**config.mk**
```make
export PLATFORM = sky130hd
export DESIGN_NAME = decodificador_pwm
export DESIGN_NICKNAME = d
export VERILOG_FILES = /design/src/rtl/decodificador_pwm_pkg.sv /design/src/rtl/decodificador_pwm_sincronizador_borda.sv /design/src/rtl/decodificador_pwm.sv
export SDC_FILE = /design/constraint.sdc
export NUM_CORES = 1
export LEC_CHECK = 0
export CORE_MARGIN = 10
export CORE_UTILIZATION = 55
export CTS_CLUSTER_SIZE = 40
export DETAILED_ROUTE_END_ITERATION = 10
export GPL_TIMING_DRIVEN = 0
export PLACE_DENSITY = 0.87
export SLEW_MARGIN = 20
export SYNTH_ARGS = -nofsm -noshare
export SYNTH_HDL_FRONTEND = slang
export SYNTH_SLANG_ARGS = --single-unit
export TNS_END_PERCENT = 30
```
**constraint.sdc**
```tcl
create_clock -name clock -period 2.4 [get_ports clock]
set_clock_uncertainty 0.05 [all_clocks]
set_input_delay 0.48 -clock clock [delete_from_list [all_inputs] [get_ports clock]]
set_output_delay 0.48 -clock clock [all_outputs]
set_load 0.01 [all_outputs]
```
**src/rtl/decodificador_pwm_pkg.sv**
```systemverilog
// Shared types and defaults for the servo PWM encode/decode pair.
// The default period, tolerance and width thresholds live here so the
// generator and this decoder always use the same position table.
package decodificador_pwm_pkg;

  localparam int unsigned CONT_W = 32;
  localparam int unsigned POS_W  = 2;

  // Defaults for a 50 MHz clock and a 20 ms servo frame
  localparam int unsigned CONF_PERIODO_PADRAO = 1_000_000;
  localparam int unsigned TOLERANCIA_PADRAO   = 50_000;
  localparam int unsigned LIMIAR_01_PADRAO    = 62_500;
  localparam int unsigned LIMIAR_10_PADRAO    = 75_000;
  localparam int unsigned LIMIAR_11_PADRAO    = 87_500;
  localparam int unsigned TIMEOUT_PADRAO      = 2_000_000;

  typedef enum logic [1:0] {
    ESPERA = 2'b00,
    ALTO   = 2'b01,
    BAIXO  = 2'b10
  } estado_t;

  // Last accepted measurement, as presented on the outputs
  typedef struct packed {
    logic [CONT_W-1:0] largura;
    logic [CONT_W-1:0] periodo;
    logic [POS_W-1:0]  pos;
  } medida_t;

  // Counter step that sticks at all-ones instead of wrapping
  function automatic logic [CONT_W-1:0] inc_sat(input logic [CONT_W-1:0] v);
    return (v == {CONT_W{1'b1}}) ? v : v + CONT_W'(1);
  endfunction

  // Width-to-position table, inverse of the generator's encoding
  function automatic logic [POS_W-1:0] decodifica_pos(
    input logic [CONT_W-1:0] h,
    input logic [CONT_W-1:0] l01,
    input logic [CONT_W-1:0] l10,
    input logic [CONT_W-1:0] l11
  );
    if (h < l01)      return POS_W'(0);
    else if (h < l10) return POS_W'(1);
    else if (h < l11) return POS_W'(2);
    else              return POS_W'(3);
  endfunction

endpackage

```
**src/rtl/decodificador_pwm_sincronizador_borda.sv**
```systemverilog
// Two-flop synchronizer for the asynchronous PWM line plus a delay flop
// for edge detection. Both edges see the same 2-cycle latency.
module sincronizador_borda (
  input  logic clock,
  input  logic reset,
  input  logic entrada,
  output logic nivel,
  output logic subida,
  output logic descida
);

  logic ff1;
  logic ff2;
  logic prev;

  // Synchronizer chain and delay flop
  always_ff @(posedge clock) begin
    if (reset) begin
      ff1  <= 1'b0;
      ff2  <= 1'b0;
      prev <= 1'b0;
    end else begin
      ff1  <= entrada;
      ff2  <= ff1;
      prev <= ff2;
    end
  end

  assign nivel   = ff2;
  assign subida  = ff2 & ~prev;
  assign descida = ~ff2 & prev;

endmodule

```
**src/rtl/decodificador_pwm.sv**
```systemverilog
// Servo PWM receiver: measures high time and period of pwm_in, validates
// the period against a window and decodes the width to a 2-bit position.
// Optional macro DECODIFICADOR_PWM_TIMEOUT_EN adds a stuck-line timeout
// that flags erro and returns to ESPERA.
module decodificador_pwm
  import decodificador_pwm_pkg::*;
#(
  parameter int unsigned conf_periodo = CONF_PERIODO_PADRAO,
  parameter int unsigned tolerancia   = TOLERANCIA_PADRAO,
  parameter int unsigned limiar_01    = LIMIAR_01_PADRAO,
  parameter int unsigned limiar_10    = LIMIAR_10_PADRAO,
  parameter int unsigned limiar_11    = LIMIAR_11_PADRAO
`ifdef DECODIFICADOR_PWM_TIMEOUT_EN
  ,
  parameter int unsigned timeout      = TIMEOUT_PADRAO
`endif
) (
  input  logic              clock,
  input  logic              reset,
  input  logic              pwm_in,
  output logic [CONT_W-1:0] largura,
  output logic [CONT_W-1:0] periodo,
  output logic [POS_W-1:0]  pos,
  output logic              valido,
  output logic              erro,
  output logic [1:0]        db_estado
);

  localparam logic [CONT_W-1:0] P_MIN = CONT_W'(conf_periodo - tolerancia);
  localparam logic [CONT_W-1:0] P_MAX = CONT_W'(conf_periodo + tolerancia);
  localparam logic [CONT_W-1:0] L01   = CONT_W'(limiar_01);
  localparam logic [CONT_W-1:0] L10   = CONT_W'(limiar_10);
  localparam logic [CONT_W-1:0] L11   = CONT_W'(limiar_11);
`ifdef DECODIFICADOR_PWM_TIMEOUT_EN
  localparam logic [CONT_W-1:0] T_LIM = CONT_W'(timeout);
`endif

  logic nivel;
  logic subida;
  logic descida;

  estado_t           estado, estado_n;
  logic [CONT_W-1:0] cont_periodo, cont_periodo_n;
  logic [CONT_W-1:0] cont_alto, cont_alto_n;
  medida_t           medida, medida_n;
  logic              valido_n;
  logic              erro_n;

  sincronizador_borda u_sinc (
    .clock   (clock),
    .reset   (reset),
    .entrada (pwm_in),
    .nivel   (nivel),
    .subida  (subida),
    .descida (descida)
  );

  // State, counters and output registers
  always_ff @(posedge clock) begin
    if (reset) begin
      estado       <= ESPERA;
      cont_periodo <= '0;
      cont_alto    <= '0;
      medida       <= '0;
      valido       <= 1'b0;
      erro         <= 1'b0;
    end else begin
      estado       <= estado_n;
      cont_periodo <= cont_periodo_n;
      cont_alto    <= cont_alto_n;
      medida       <= medida_n;
      valido       <= valido_n;
      erro         <= erro_n;
    end
  end

  // Next-state, counting and evaluation of a closed period at each rise
  always_comb begin
    estado_n       = estado;
    cont_periodo_n = cont_periodo;
    cont_alto_n    = cont_alto;
    medida_n       = medida;
    valido_n       = 1'b0;
    erro_n         = erro;

    unique case (estado)
      ESPERA: begin
        if (subida) begin
          estado_n       = ALTO;
          cont_periodo_n = CONT_W'(1);
          cont_alto_n    = CONT_W'(1);
        end
      end
      ALTO: begin
        cont_periodo_n = inc_sat(cont_periodo);
        if (nivel) cont_alto_n = inc_sat(cont_alto);
        if (descida) estado_n = BAIXO;
      end
      BAIXO: begin
        if (subida) begin
          if ((cont_periodo >= P_MIN) && (cont_periodo <= P_MAX)) begin
            medida_n.periodo = cont_periodo;
            medida_n.largura = cont_alto;
            medida_n.pos     = decodifica_pos(cont_alto, L01, L10, L11);
            valido_n         = 1'b1;
            erro_n           = 1'b0;
          end else begin
            erro_n = 1'b1;
          end
          estado_n       = ALTO;
          cont_periodo_n = CONT_W'(1);
          cont_alto_n    = CONT_W'(1);
        end else begin
          cont_periodo_n = inc_sat(cont_periodo);
        end
      end
      default: estado_n = ESPERA;
    endcase

`ifdef DECODIFICADOR_PWM_TIMEOUT_EN
    // Stuck line: abandon the measurement, keep the last good outputs
    if ((estado != ESPERA) && (cont_periodo >= T_LIM)) begin
      estado_n = ESPERA;
      medida_n = medida;
      valido_n = 1'b0;
      erro_n   = 1'b1;
    end
`endif
  end

  assign largura   = medida.largura;
  assign periodo   = medida.periodo;
  assign pos       = medida.pos;
  assign db_estado = estado;

endmodule

```
* Yosys cells after proc, flatten, opt, wreduce, memory -nomap -nowiden
Index checks and enable logic that the tools add are counted.
** Word-level totals
- Input bits :: 3
- Output and inout bits :: 70
- Register bits :: 137
** Operators by class
- Bitwise operators :: 6
- Muxes and demuxes :: 15
- Eq/ne operators :: 9
- $lt $le $gt $ge :: 5
- Add/subtract/negate cells :: 2
- Reduce and logical (&&, ||, !) cells :: 11
** Operators by type and width (number)
- 32-bit 2-to-1 mux :: 5
- 32-bit one-hot mux with 3 select lines :: 1
- 32-bit by 1-bit adder with 32-bit output (second input constant) :: 2
- 32-bit equality test (second input constant) :: 2
- 32-bit by 17-bit less-than comparator with 1-bit output (second input constant) :: 2
- 32-bit one-hot mux with 2 select lines :: 1
- 32-bit by 20-bit greater-or-equal comparator with 1-bit output (second input constant) :: 1
- 32-bit by 21-bit less-or-equal comparator with 1-bit output (second input constant) :: 1
- 32-bit by 16-bit less-than comparator with 1-bit output (second input constant) :: 1
- 2-bit 2-to-1 mux :: 4
- 2-bit != test (second input constant) :: 3
- 2-bit AND reduction :: 3
- 2-bit by 1-bit != test with 1-bit output (second input constant) :: 2
- 1-bit inverter :: 4
- 2-bit one-hot mux with 2 select lines :: 1
- 4-bit AND reduction :: 1
- 1-bit 2-to-1 mux :: 3
- 3-bit AND reduction :: 1
- 3-bit nonzero test :: 1
- 3-bit OR reduction :: 1
- 1-bit AND :: 2
- 2-bit by 1-bit equality test with 1-bit output (second input constant) :: 1
- 2-bit equality test (second input constant) :: 1
- 2-bit logical NOT :: 1
- 3 further kinds :: 3

* Longest topological paths before layout
Gate-level depths: netlist of run 1.
- Word-level depth :: 4
- Gate-level depth with buffers :: 9

* Hierarchy
From an unflattened synthesis of run 1, not the netlist that was laid out.
** Second synthesis, totals
- Cell total of the unflattened synthesis :: 754
- Area, all modules :: 6462.4 um^2
** By module, submodules not included
- decodificador_pwm :: seq. area each 2682.6 um^2, area each 6371.1 um^2, instances 1, cells an instance 746
- sincronizador_borda :: seq. area each 60.1 um^2, area each 91.3 um^2, instances 1, cells an instance 8

* Worst setup path after synthesis of run 1
OpenSTA, ideal clock, no wires.
- Path type :: register -> register
- Start :: reg estado[0] (netlist: db_estado[0])
- End :: reg cont_periodo[17]
- Path buffers :: 0
- Setup time :: 79 ps
- Data required time :: 2271 ps
- Arrival time :: 2080 ps
- Clock period less this slack :: 2209 ps
- Setup slack :: 191 ps
- Stages on the path, launching flop included :: 8
- Cell sequence :: dfxtp_1 -> inv_1 -> ha_1 -> inv_1 -> mux2i_2 -> nand3_1 -> or4_1 -> o211ai_1
** Between the ends
- Cells in the longest elaborated chain, start to end :: 3
- Elaborated cells on any way between the ends :: 7
** RTL lines
- start: declaration :: line decodificador_pwm.sv:42 : estado_t estado, estado_n;
- start signal: assignment :: line decodificador_pwm.sv:68 : estado <= estado_n;
- 2-bit equality test, or another cell as far along :: line decodificador_pwm.sv:86 : unique case (estado)
- 3-bit nonzero test (no line) / 2-bit != test (equally long branches)
- 2-bit AND reduction (no line)
- end signal: assignment :: line decodificador_pwm.sv:69 : cont_periodo <= cont_periodo_n;
- end: declaration :: line decodificador_pwm.sv:43 : logic [CONT_W-1:0] cont_periodo, cont_periodo_n;
Several ways; a longest one is shown, not always the timed one.
A chain may end at the register's enable or synchronous reset.

* Final worst setup path of run 1
- Start :: reg cont_periodo[12]
- End :: reg cont_periodo[15]
** Between the ends
- Cells in the longest elaborated chain, start to end :: 4
- Elaborated cells on any way between the ends :: 5
** RTL lines
- 32-bit by 1-bit adder with 32-bit output / 32-bit equality test (equally long branches) :: line decodificador_pwm_pkg.sv:32 : return (v == {CONT_W{1'b1}}) ? v : v + CONT_W'(1);
- 32-bit 2-to-1 mux * :: line decodificador_pwm_pkg.sv:32
- 32-bit 2-to-1 mux :: line decodificador_pwm.sv:100 : if (subida) begin
- 32-bit one-hot mux with 3 select lines * :: line decodificador_pwm.sv:86
Mark *: on every way between the ends. The rest lies on a longest branch, timed or not.

==> out/metrics.cfg, run 1 <==
[routing]
drtPass1Iterations=8
drc=0
final_antenna_net_count=0
first_iter_violations=974
vias_per_cell=6.581
finalWirelength_um=20770
wire_per_inst_um=18.88
vias=7239

[power_and_ir_drop]
p_total_mw=5.188
p_leak_nw=2.804
peakVddDrop_v=0.0004543
powerDensity_nw_per_um2=604.8

[final_layout]
multi_input_area_um2=3806
diodes=0
seqCellArea_um2=2750
final_layout_size_suffix_gt1_frac=0.1448
final_util=0.7112
area_growth_pct=26.35
nets=929
instances_no_fill=1100
fillers=923

[global_route]
antenna_found_initial=0
grt_max_degree=17
grt_pass1_vias=6549
grt_pass1_wl_um=33840
gr-total-overflow=0
grt_usage=0.2322

[synth]
ys_types=68
syn_inst=822
synth-seq-cells=137
yosysSeqAreaShare=0.4040
synth_top_area_frac=0.4040
synth_fp_nets=832
synth_edf_count=0
syn_area_per_cell_um2=8.259
synth_top_area_cell=dfxtp_1
yosys-top-cells-area=dfxtp_1, a21oi_1, nand3_1, o21ai_0, nand2_1
synth_commonest_cells=dfxtp_1, a21oi_1, nand3_1
yosysWarnings=0
syn_area_um2=6789
synth-async-reset-ratio=0
synthFlopType=dfxtp_1
post-synth-top-count-cell=dfxtp_1

[clock_network]
root_buffer=clkbuf_16
cts-buffers-inserted=17
cts.sinks=137
cts_tree=built
clk_path_buf_depth=2
cts.clk_slew.worst_paths_ps=60
clk_latency_ps=430
cts_hold_buf=0
htree_levels=4

[floorplan]
num_rows=40
core_region_area_um2=12060
die-area_um2=17190
die_w_um=131.1
chipHeight_um=131.1
start_util=0.5629
io_pins=73

[timing]
tightest_slew_ps=675.1
slew_headroom=0.5499
setup_viol=0
timing.setup.tns_ps=0
timing.fmax_mhz=430.1
hold_viol_final=0
period_share=0.9689
worst_slack_ps=74.70
slew_viol_final=0
rsz0062_at_grt=true
fin_crit_ps=2325

[critical_path]
cp-start-kind=register
critPathCaptureType=register
critPathKind=register to register
critical_path.max_fanout=8
critPathRequiredTime_ps=2690
crit_arrival_ps=2610

[placement]
dpl.hpwl_um=14120
dp_slack_ps=-488.4
port-buffer-count=72
routabilityCongestion=0.9292
dp_cells=1062

[status]
status=finished, final reports clean

[flow_run]
maxCapViolations=0

[worst_hold_path]
hold_path.class=register to register

==> cell type report <==
type / count / share of cell area
Multi-Input combinational cell: 605 / 0.4437
Sequential cell: 137 / 0.3206
Timing Repair Buffer: 81 / 0.09233
Clock buffer: 22 / 0.05528
Buffer: 63 / 0.04113
Tap cell: 168 / 0.02450
Clock inverter: 10 / 0.01634
Inverter: 14 / 0.006126
==> critical path, stage by stage (launching register included) <==
cell	delay, ps
dfxtp_1	530
and4_1	240
buf_2	180
nand4_2	270
o31ai_2	620
o311ai_0	220
o31ai_1	110
==> timing repair <==
item,CTS,global route
gates cloned,0,0
endpoints found under the hold margin,0,0
pin swaps,2,2
endpoints found under the setup margin,117,125
gates resized for setup,17,59
setup buffers,5,4
==> routing by layer <==
layer	part of all wire	routed length, um	GRT usage
met1	0.41	8557	0.2993
met2	0.45	9350	0.3540
met3	0.11	2242	0.06593
met4	0.030	619	0.09938
met5	0	0	0
==> logic make-up after synthesis <==
family / after synthesis / share of synthesized area
multiplexers: 4 / 0.006450
buffers and inverters: 80 / 0.05510
AND/OR/NAND/NOR: 314 / 0.2735
AO/OA/AOI/OAI: 280 / 0.2481
adder cells (fa/ha/maj): 7 / 0.01290
flip-flops: 137 / 0.4040
==> final timing paths <==
check                         from               end  slack, ps  cells past startpoint
setup / recovery  cont_periodo[12]  cont_periodo[15]         70                      6
hold / removal          u_sinc.ff1      u_sinc.nivel        390                      1
setup reg to reg  cont_periodo[12]  cont_periodo[15]         70                      6
hold reg to reg         u_sinc.ff1      u_sinc.nivel        390                      1
==> power by group <==
group          leakage, nW  total (mW)  switching [mW]  internal, mW
logic                 1.40       0.171           0.121        0.0505
registers             1.11        2.30          0.0144          2.28
clock network        0.293        2.72            1.00          1.72
==> cell usage in the layout (no fill, tap or decap), types with 9 or more instances in the layout <==
| master | synthesis | routed |
|---|---|---|
| a21oi_1 | 97 | 97 |
| a31oi_1 | 21 | 21 |
| and2_1 | 16 | 16 |
| and4_1 | 14 | 14 |
| buf_2 | 28 | 23 |
| buf_4 | 6 | 18 |
| clkbuf_1 | 29 | 13 |
| clkbuf_16 | 0 | 17 |
| clkbuf_2 | 1 | 13 |
| clkdlybuf4s50_1 | 0 | 72 |
| dfxtp_1 | 137 | 133 |
| inv_1 | 14 | 14 |
| nand2_1 | 43 | 42 |
| nand3_1 | 82 | 80 |
| nand4_1 | 21 | 21 |
| nor2_1 | 25 | 25 |
| nor3_1 | 19 | 15 |
| nor4_1 | 14 | 14 |
| o211ai_1 | 9 | 9 |
| o21ai_0 | 80 | 79 |
| o31ai_1 | 20 | 20 |
| or3_1 | 13 | 12 |
| or4_1 | 20 | 20 |
==> registers in the layout, summed over array words and instances (netlist names) <==
signal	count
erro	1
pos	2
u_sinc.nivel	1
u_sinc.ff1	1
cont_alto	32
valido	1
periodo	32
u_sinc.prev	1
cont_periodo	32
largura	32
db_estado	2
==> metrics by stage <==
stage	area [um^2]	hold slack (ps)
finish	8578	386.6
global route	8578	422.9
CTS	8419	394.2
detailed placement	7720	380.4
global placement	7720	365.1
floorplan	6789	363.8
Power figures use the tool's default switching activity.
==> run 2, diff against run 1 <==
Settings changed: PLACE_DENSITY 0.87 to 0.84.
==> run 2 against run 1 <==
  * Sequential power about the same
  * Worst setup slack worse by 32 ps
  * Fmax shrank 1.4%
  * Clock-buffer cell count increased by 1
  * Flip-flop and latch count did not move
  * Clock power down 2%
  * Highest routed layer unchanged
  * Total power decreased by 1.3%
  * Sequential share of layout area up 0.23 points
  * Die area unchanged
  * Routed wire length down 2.0%
  * Largest power group unchanged
  * First-iteration DRC count is 13% lower
==> out/metrics.cfg, run 2 (synthesized netlist as in run 1, its figures left out) <==
[final_layout]
final_util=0.7062  ; was 0.7112
final_common_cell=dfxtp_1  ; unchanged
diodes=0  ; unchanged
layout_common_cells=dfxtp_1, a21oi_1, nand3_1, o21ai_0, clkdlybuf4s50_1  ; unchanged
area_growth_pct=25.47  ; was 26.35%
nets=928  ; was 929
final_layout_size_suffix_gt1_frac=0.1367  ; was 0.1448

[critical_path]
reg2regPathDepth=6  ; unchanged
ff2ff_setup_slack_ps=40  ; was 70 ps
critPathCaptureType=register  ; unchanged
crit_end=cont_periodo[25]  ; was cont_periodo[15]
max_stage_delay_ps=500  ; was 620 ps
r2r_end=cont_periodo[25]  ; was cont_periodo[15]
cp_cell_sequence=inv_1 > ha_1 > mux2i_2 > nand2_1 > clkbuf_1 > a31oi_1  ; was and4_1 > buf_2 > nand4_2 > o31ai_2 > o311ai_0 > o31ai_1
rr_startpoint=db_estado[0]  ; was cont_periodo[12]
critPathKind=register to register  ; unchanged
critPathRequiredTime_ps=2690  ; about the same
cpMaxStageDelayCell=mux2i_2  ; was o31ai_2
critical_path.max_fanout=10  ; was 8
cp-startpoint=db_estado[0]  ; was cont_periodo[12]
crit_arrival_ps=2650  ; was 2610 ps
cp-start-kind=register  ; unchanged

[floorplan]
start_util=0.5629  ; unchanged
die_w_um=131.1  ; unchanged
io_pins=73  ; unchanged
core_region_area_um2=12060  ; unchanged
chipHeight_um=131.1  ; unchanged
die-area_um2=17190  ; unchanged
num_rows=40  ; unchanged

[timing]
timing.fmax_mhz=424.2  ; was 430.1 MHz
fin_crit_ps=2357  ; was 2325 ps
hold_viol_final=0  ; unchanged
slew_headroom=0.4562  ; was 0.5499
tightest_slew_ps=809.4  ; was 675.1 ps
setup_viol=0  ; unchanged
rsz0062_at_grt=true  ; unchanged
period_share=0.9822  ; was 0.9689
worst_slack_ps=42.69  ; was 74.70 ps
slew_viol_final=0  ; unchanged

[clock_network]
root_buffer=clkbuf_16  ; unchanged
clk_path_buf_depth=2  ; unchanged
cts_hold_buf=0  ; unchanged
cts.clk_slew.worst_paths_ps=60  ; about the same
clk_latency_ps=430  ; about the same
htree_levels=4  ; unchanged
cts_tree=built  ; unchanged
cts.sinks=137  ; unchanged
cts-buffers-inserted=17  ; unchanged

[power_and_ir_drop]
intPower_mw=4.029  ; was 4.051 mW
p_leak_nw=2.790  ; was 2.804 nW
p_seq_frac=0.449  ; was 0.443
peakVddDrop_v=0.0004865  ; was 0.0004543 V
p_switching_mw=1.094  ; was 1.137 mW
comb_power_share=0.031  ; was 0.033
pwr-share-clk=0.520  ; was 0.524
swShare=0.2135  ; was 0.2191
powerDensity_nw_per_um2=601.4  ; was 604.8 nW/um^2

[routing]
first_iter_violations=847  ; was 974
finalWirelength_um=20360  ; was 20770 um
drtPass1Iterations=6  ; was 8
drc=0  ; unchanged
vias_per_cell=6.440  ; was 6.581
vias=7065  ; was 7239
final_antenna_net_count=0  ; unchanged
wire_per_inst_um=18.56  ; was 18.88 um

[global_route]
grt_pass1_vias=6420  ; was 6549
antenna_found_initial=0  ; unchanged
gr-total-overflow=0  ; unchanged
grt_usage=0.2249  ; was 0.2322
grt_pass1_wl_um=32780  ; was 33840 um
grt_max_degree=17  ; unchanged

[placement]
routabilityCongestion=0.9013  ; was 0.9292
dp_slack_ps=-528.8  ; was -488.4 ps
port-buffer-count=72  ; unchanged
dpl.hpwl_um=13890  ; was 14120 um

[worst_hold_path]
hold_path.class=register to register  ; unchanged

[flow_run]
maxCapViolations=0  ; unchanged

[status]
status=finished, final reports clean  ; unchanged

run 2: cell types whose count changed in the layout (fill, tap and decap cells not counted), sizes merged:
cell	change
buf	+2
clkbuf	-2
inv	-2
clkinv	-1
run 2: critical path: cells and delay by family, from the launching register on:
family                     cells  cell delay (ps)
AOI/OAI and AO/OA              1              290
adders and majority gates      1              320
buffers and inverters          2              460
DFF                            1              390
muxes                          1              500
and+or+nand+nor                1              260
run 2: worst min path at each step:
| stage | startpoint | to | slack (ps) | cells after the start |
|---|---|---|---|---|
| 3_3_place_gp | u_sinc.ff1 | u_sinc.nivel | 370 | 1 |
| 5_1_grt | u_sinc.ff1 | u_sinc.nivel | 410 | 1 |
| 6_report | u_sinc.ff1 | u_sinc.nivel | 390 | 1 |
| 4_1_cts | u_sinc.ff1 | u_sinc.nivel | 400 | 1 |
| 3_5_place_dp | periodo[27] | periodo[27] | 390 | 1 |
| 2_1_floorplan | u_sinc.ff1 | u_sinc.nivel | 360 | 1 |
run 2: what timing repair did:
action / 4_1_cts / 5_1_grt
pin swaps: 3 / 2
cloned: 0 / 0
hold endpoints to repair: 0 / 0
buffers inserted: 5 / 2
setup endpoints to repair: 117 / 126
gates resized for setup: 15 / 54
run 2: power by group through the flow:
stage	sequential (mW)	clock (mW)	combinational, mW
floorplan	2.34	0	0.0944
global placement	2.35	0	0.139
detailed placement	2.35	0	0.141
CTS	2.30	2.68	0.149
global route	2.30	2.78	0.168
finish	2.30	2.67	0.158
run 2: per-layer routing:
| layer | wire [um] | share of wire | vias to the layer above | global-route usage |
|---|---|---|---|---|
| met5 | 0 | 0 | - | 0 |
| met2 | 9027 | 0.44 | 364 | 0.3353 |
| li1 | - | - | 3327 | - |
| met4 | 495 | 0.024 | 0 | 0.08375 |
| met3 | 1917 | 0.094 | 53 | 0.07584 |
| met1 | 8920 | 0.44 | 3321 | 0.2939 |
run 2: area by class of cell:
class                   instances  area, um^2
fillers                       958        3543
repair buffers                 79       773.2
plain buffers                  64       345.3
clock buffers                  23       478.0
clock inverters                 7       117.6
flip-flops and latches        137        2750
inverters                      14       52.55
multi-input cells             605        3791
well taps                     168       210.2
run 2: through the flow:
| stage | TNS [ps] | instance area (um^2) | power, mW | hold slack [ps] | instances |
|---|---|---|---|---|---|
| after global routing | -166.6 | 8518 | 5.242 | 407.8 | 1097 |
| after floorplan | 0 | 6789 | 2.436 | 363.8 | 822 |
| after global placement | -25540 | 7720 | 2.486 | 365.3 | 1062 |
| after CTS | 0 | 8403 | 5.121 | 395.7 | 1095 |
| after detailed placement | -30480 | 7720 | 2.487 | 394.5 | 1062 |
| final | 0 | 8518 | 5.123 | 387.7 | 1097 |
==> run 3, diff against run 2 <==
Settings changed: ABC_CLOCK_PERIOD_IN_PS set to 2400, CAP_MARGIN set to 20, CORE_UTILIZATION 55 to 38, PLACE_DENSITY 0.84 to 0.63.
==> run 3 against run 2 <==
  * Global-route usage is 5.4 points lower
  * Routed wire length rose by 4.0%
  * Cell area grew 1.0%
  * Sequential power about the same
  * Largest power group unchanged
==> out/metrics.cfg, run 3 (synthesized netlist as in run 1, its figures left out) <==
[status]
status=finished, final reports clean  ; unchanged

[clock_network]
root_buffer=clkbuf_16  ; unchanged
cts.sinks=137  ; unchanged
clk_latency_ps=420  ; was 430 ps
cts.clk_slew.worst_paths_ps=60  ; about the same
clk_path_buf_depth=2  ; unchanged
htree_levels=4  ; unchanged
cts_tree=built  ; unchanged
cts-buffers-inserted=17  ; unchanged

[critical_path]
crit_arrival_ps=2640  ; was 2650 ps
critPathKind=register to register  ; unchanged
critPathRequiredTime_ps=2710  ; was 2690 ps
cp-start-kind=register  ; unchanged
critical_path.max_fanout=10  ; unchanged
critPathCaptureType=register  ; unchanged

[final_layout]
diodes=0  ; unchanged
final_layout_size_suffix_gt1_frac=0.1410  ; was 0.1367
final_common_cell=dfxtp_1  ; unchanged
final_util=0.4940  ; was 0.7062
layout_common_cells=dfxtp_1, a21oi_1, nand3_1, o21ai_0, clkdlybuf4s50_1  ; unchanged
fillers=1720  ; was 958
area_growth_pct=26.74  ; was 25.47%
seqCellArea_um2=2749  ; was 2750 um^2
multi_input_area_um2=3795  ; was 3791 um^2
nets=933  ; was 928

[timing]
slew_viol_final=0  ; unchanged
timing.fmax_mhz=428.4  ; was 424.2 MHz
tightest_slew_ps=918.7  ; was 809.4 ps
rsz0062_at_grt=true  ; unchanged
setup_viol=0  ; unchanged
slew_headroom=0.3828  ; was 0.4562
period_share=0.9725  ; was 0.9822
hold_viol_final=0  ; unchanged
fin_crit_ps=2334  ; was 2357 ps

[placement]
dpl.hpwl_um=14820  ; was 13890 um
port-buffer-count=72  ; unchanged
routabilityCongestion=0.8974  ; was 0.9013

[worst_hold_path]
hold_path.class=register to register  ; unchanged

[routing]
vias=6868  ; was 7065
vias_per_cell=5.916  ; was 6.440
met1Wirelength_um=10270  ; was 8920 um
final_antenna_net_count=0  ; unchanged
drtPass1Iterations=6  ; unchanged
top_layer_used=met4  ; unchanged
wl_met2_um=9171  ; was 9027 um
finalWirelength_um=21180  ; was 20360 um
first_iter_violations=506  ; was 847
routed-wl-met3_um=1334  ; was 1917 um
wire_per_inst_um=18.24  ; was 18.56 um
drc=0  ; unchanged

[global_route]
grt_max_degree=17  ; unchanged
grt_pass1_vias=6231  ; was 6420
grt_usage=0.1713  ; was 0.2249
gr-total-overflow=0  ; unchanged
grt_pass1_wl_um=33920  ; was 32780 um
antenna_found_initial=0  ; unchanged

[floorplan]
num_rows=48  ; was 40
die_w_um=153.7  ; was 131.1 um
chipHeight_um=153.7  ; was 131.1 um
core_region_area_um2=17420  ; was 12060 um^2
io_pins=73  ; unchanged
start_util=0.3898  ; was 0.5629
die-area_um2=23610  ; was 17190 um^2

[flow_run]
maxCapViolations=0  ; unchanged

[power_and_ir_drop]
peakVddDrop_v=0.0005461  ; was 0.0004865 V
powerDensity_nw_per_um2=575.5  ; was 601.4 nW/um^2
p_leak_nw=2.809  ; was 2.790 nW
p_total_mw=4.952  ; was 5.123 mW

==> run 3: report_power, final <==
group	switching (mW)	internal, mW	leakage (nW)
Sequential	0.0140	2.28	1.11
Clock	1.01	1.47	0.275
Combinational	0.116	0.0537	1.43
==> run 3: worst max-delay path, cell delays in order, from the launching register on <==
cell and delay [ps]:
dfxtp_4 390, inv_1 110, ha_2 240, nor4b_1 260
nand4_1 120, buf_4 180, and3b_2 390, buf_2 260
o21ai_0 110, a21oi_1 160
==> run 3: timing repair <==
action,4_1_cts,5_1_grt
endpoints found under the setup margin,119,124
pin swaps,3,2
hold buffers,0,0
setup buffers,6,6
gates resized for setup,20,50
==> run 3: metrics by stage <==
| step | instance area, um^2 | setup TNS (ps) | std cells | setup slack [ps] | hold slack [ps] |
|---|---|---|---|---|---|
| 2_1_floorplan | 6789 | 0 | 822 | 191.1 | 363.8 |
| 3_3_place_gp | 7791 | -38320 | 1119 | -550.9 | 369.1 |
| 3_5_place_dp | 7791 | -38380 | 1119 | -540.8 | 384.9 |
| 4_1_cts | 8461 | -31.11 | 1155 | -18.78 | 402.6 |
| 5_1_grt | 8605 | -850.0 | 1161 | -65.89 | 412.4 |
| 6_report | 8605 | 0 | 1161 | 65.93 | 391.4 |
==> run 3: worst paths after layout <==
kind | start | to | slack [ps] | depth (start not counted)
setup / recovery | db_estado[0] | largura[18] | 70 | 9
hold / removal | u_sinc.ff1 | u_sinc.nivel | 390 | 1
setup reg to reg | db_estado[0] | largura[18] | 70 | 9
hold reg to reg | u_sinc.ff1 | u_sinc.nivel | 390 | 1
==> run 3: layer usage <==
metal	vias up	track usage
met5	-	0
met1	3244	0.2371
met3	40	0.03989
li1	3350	-
met4	0	0.05983
met2	234	0.2537
==> run 3: cell type report <==
class                   instances  share of cell area
well taps                     225             0.03272
clock inverters                12             0.01178
flip-flops and latches        137              0.3195
plain buffers                  64             0.04159
repair buffers                 84             0.09423
multi-input cells             605              0.4410
clock buffers                  20             0.05308
inverters                      14            0.006107
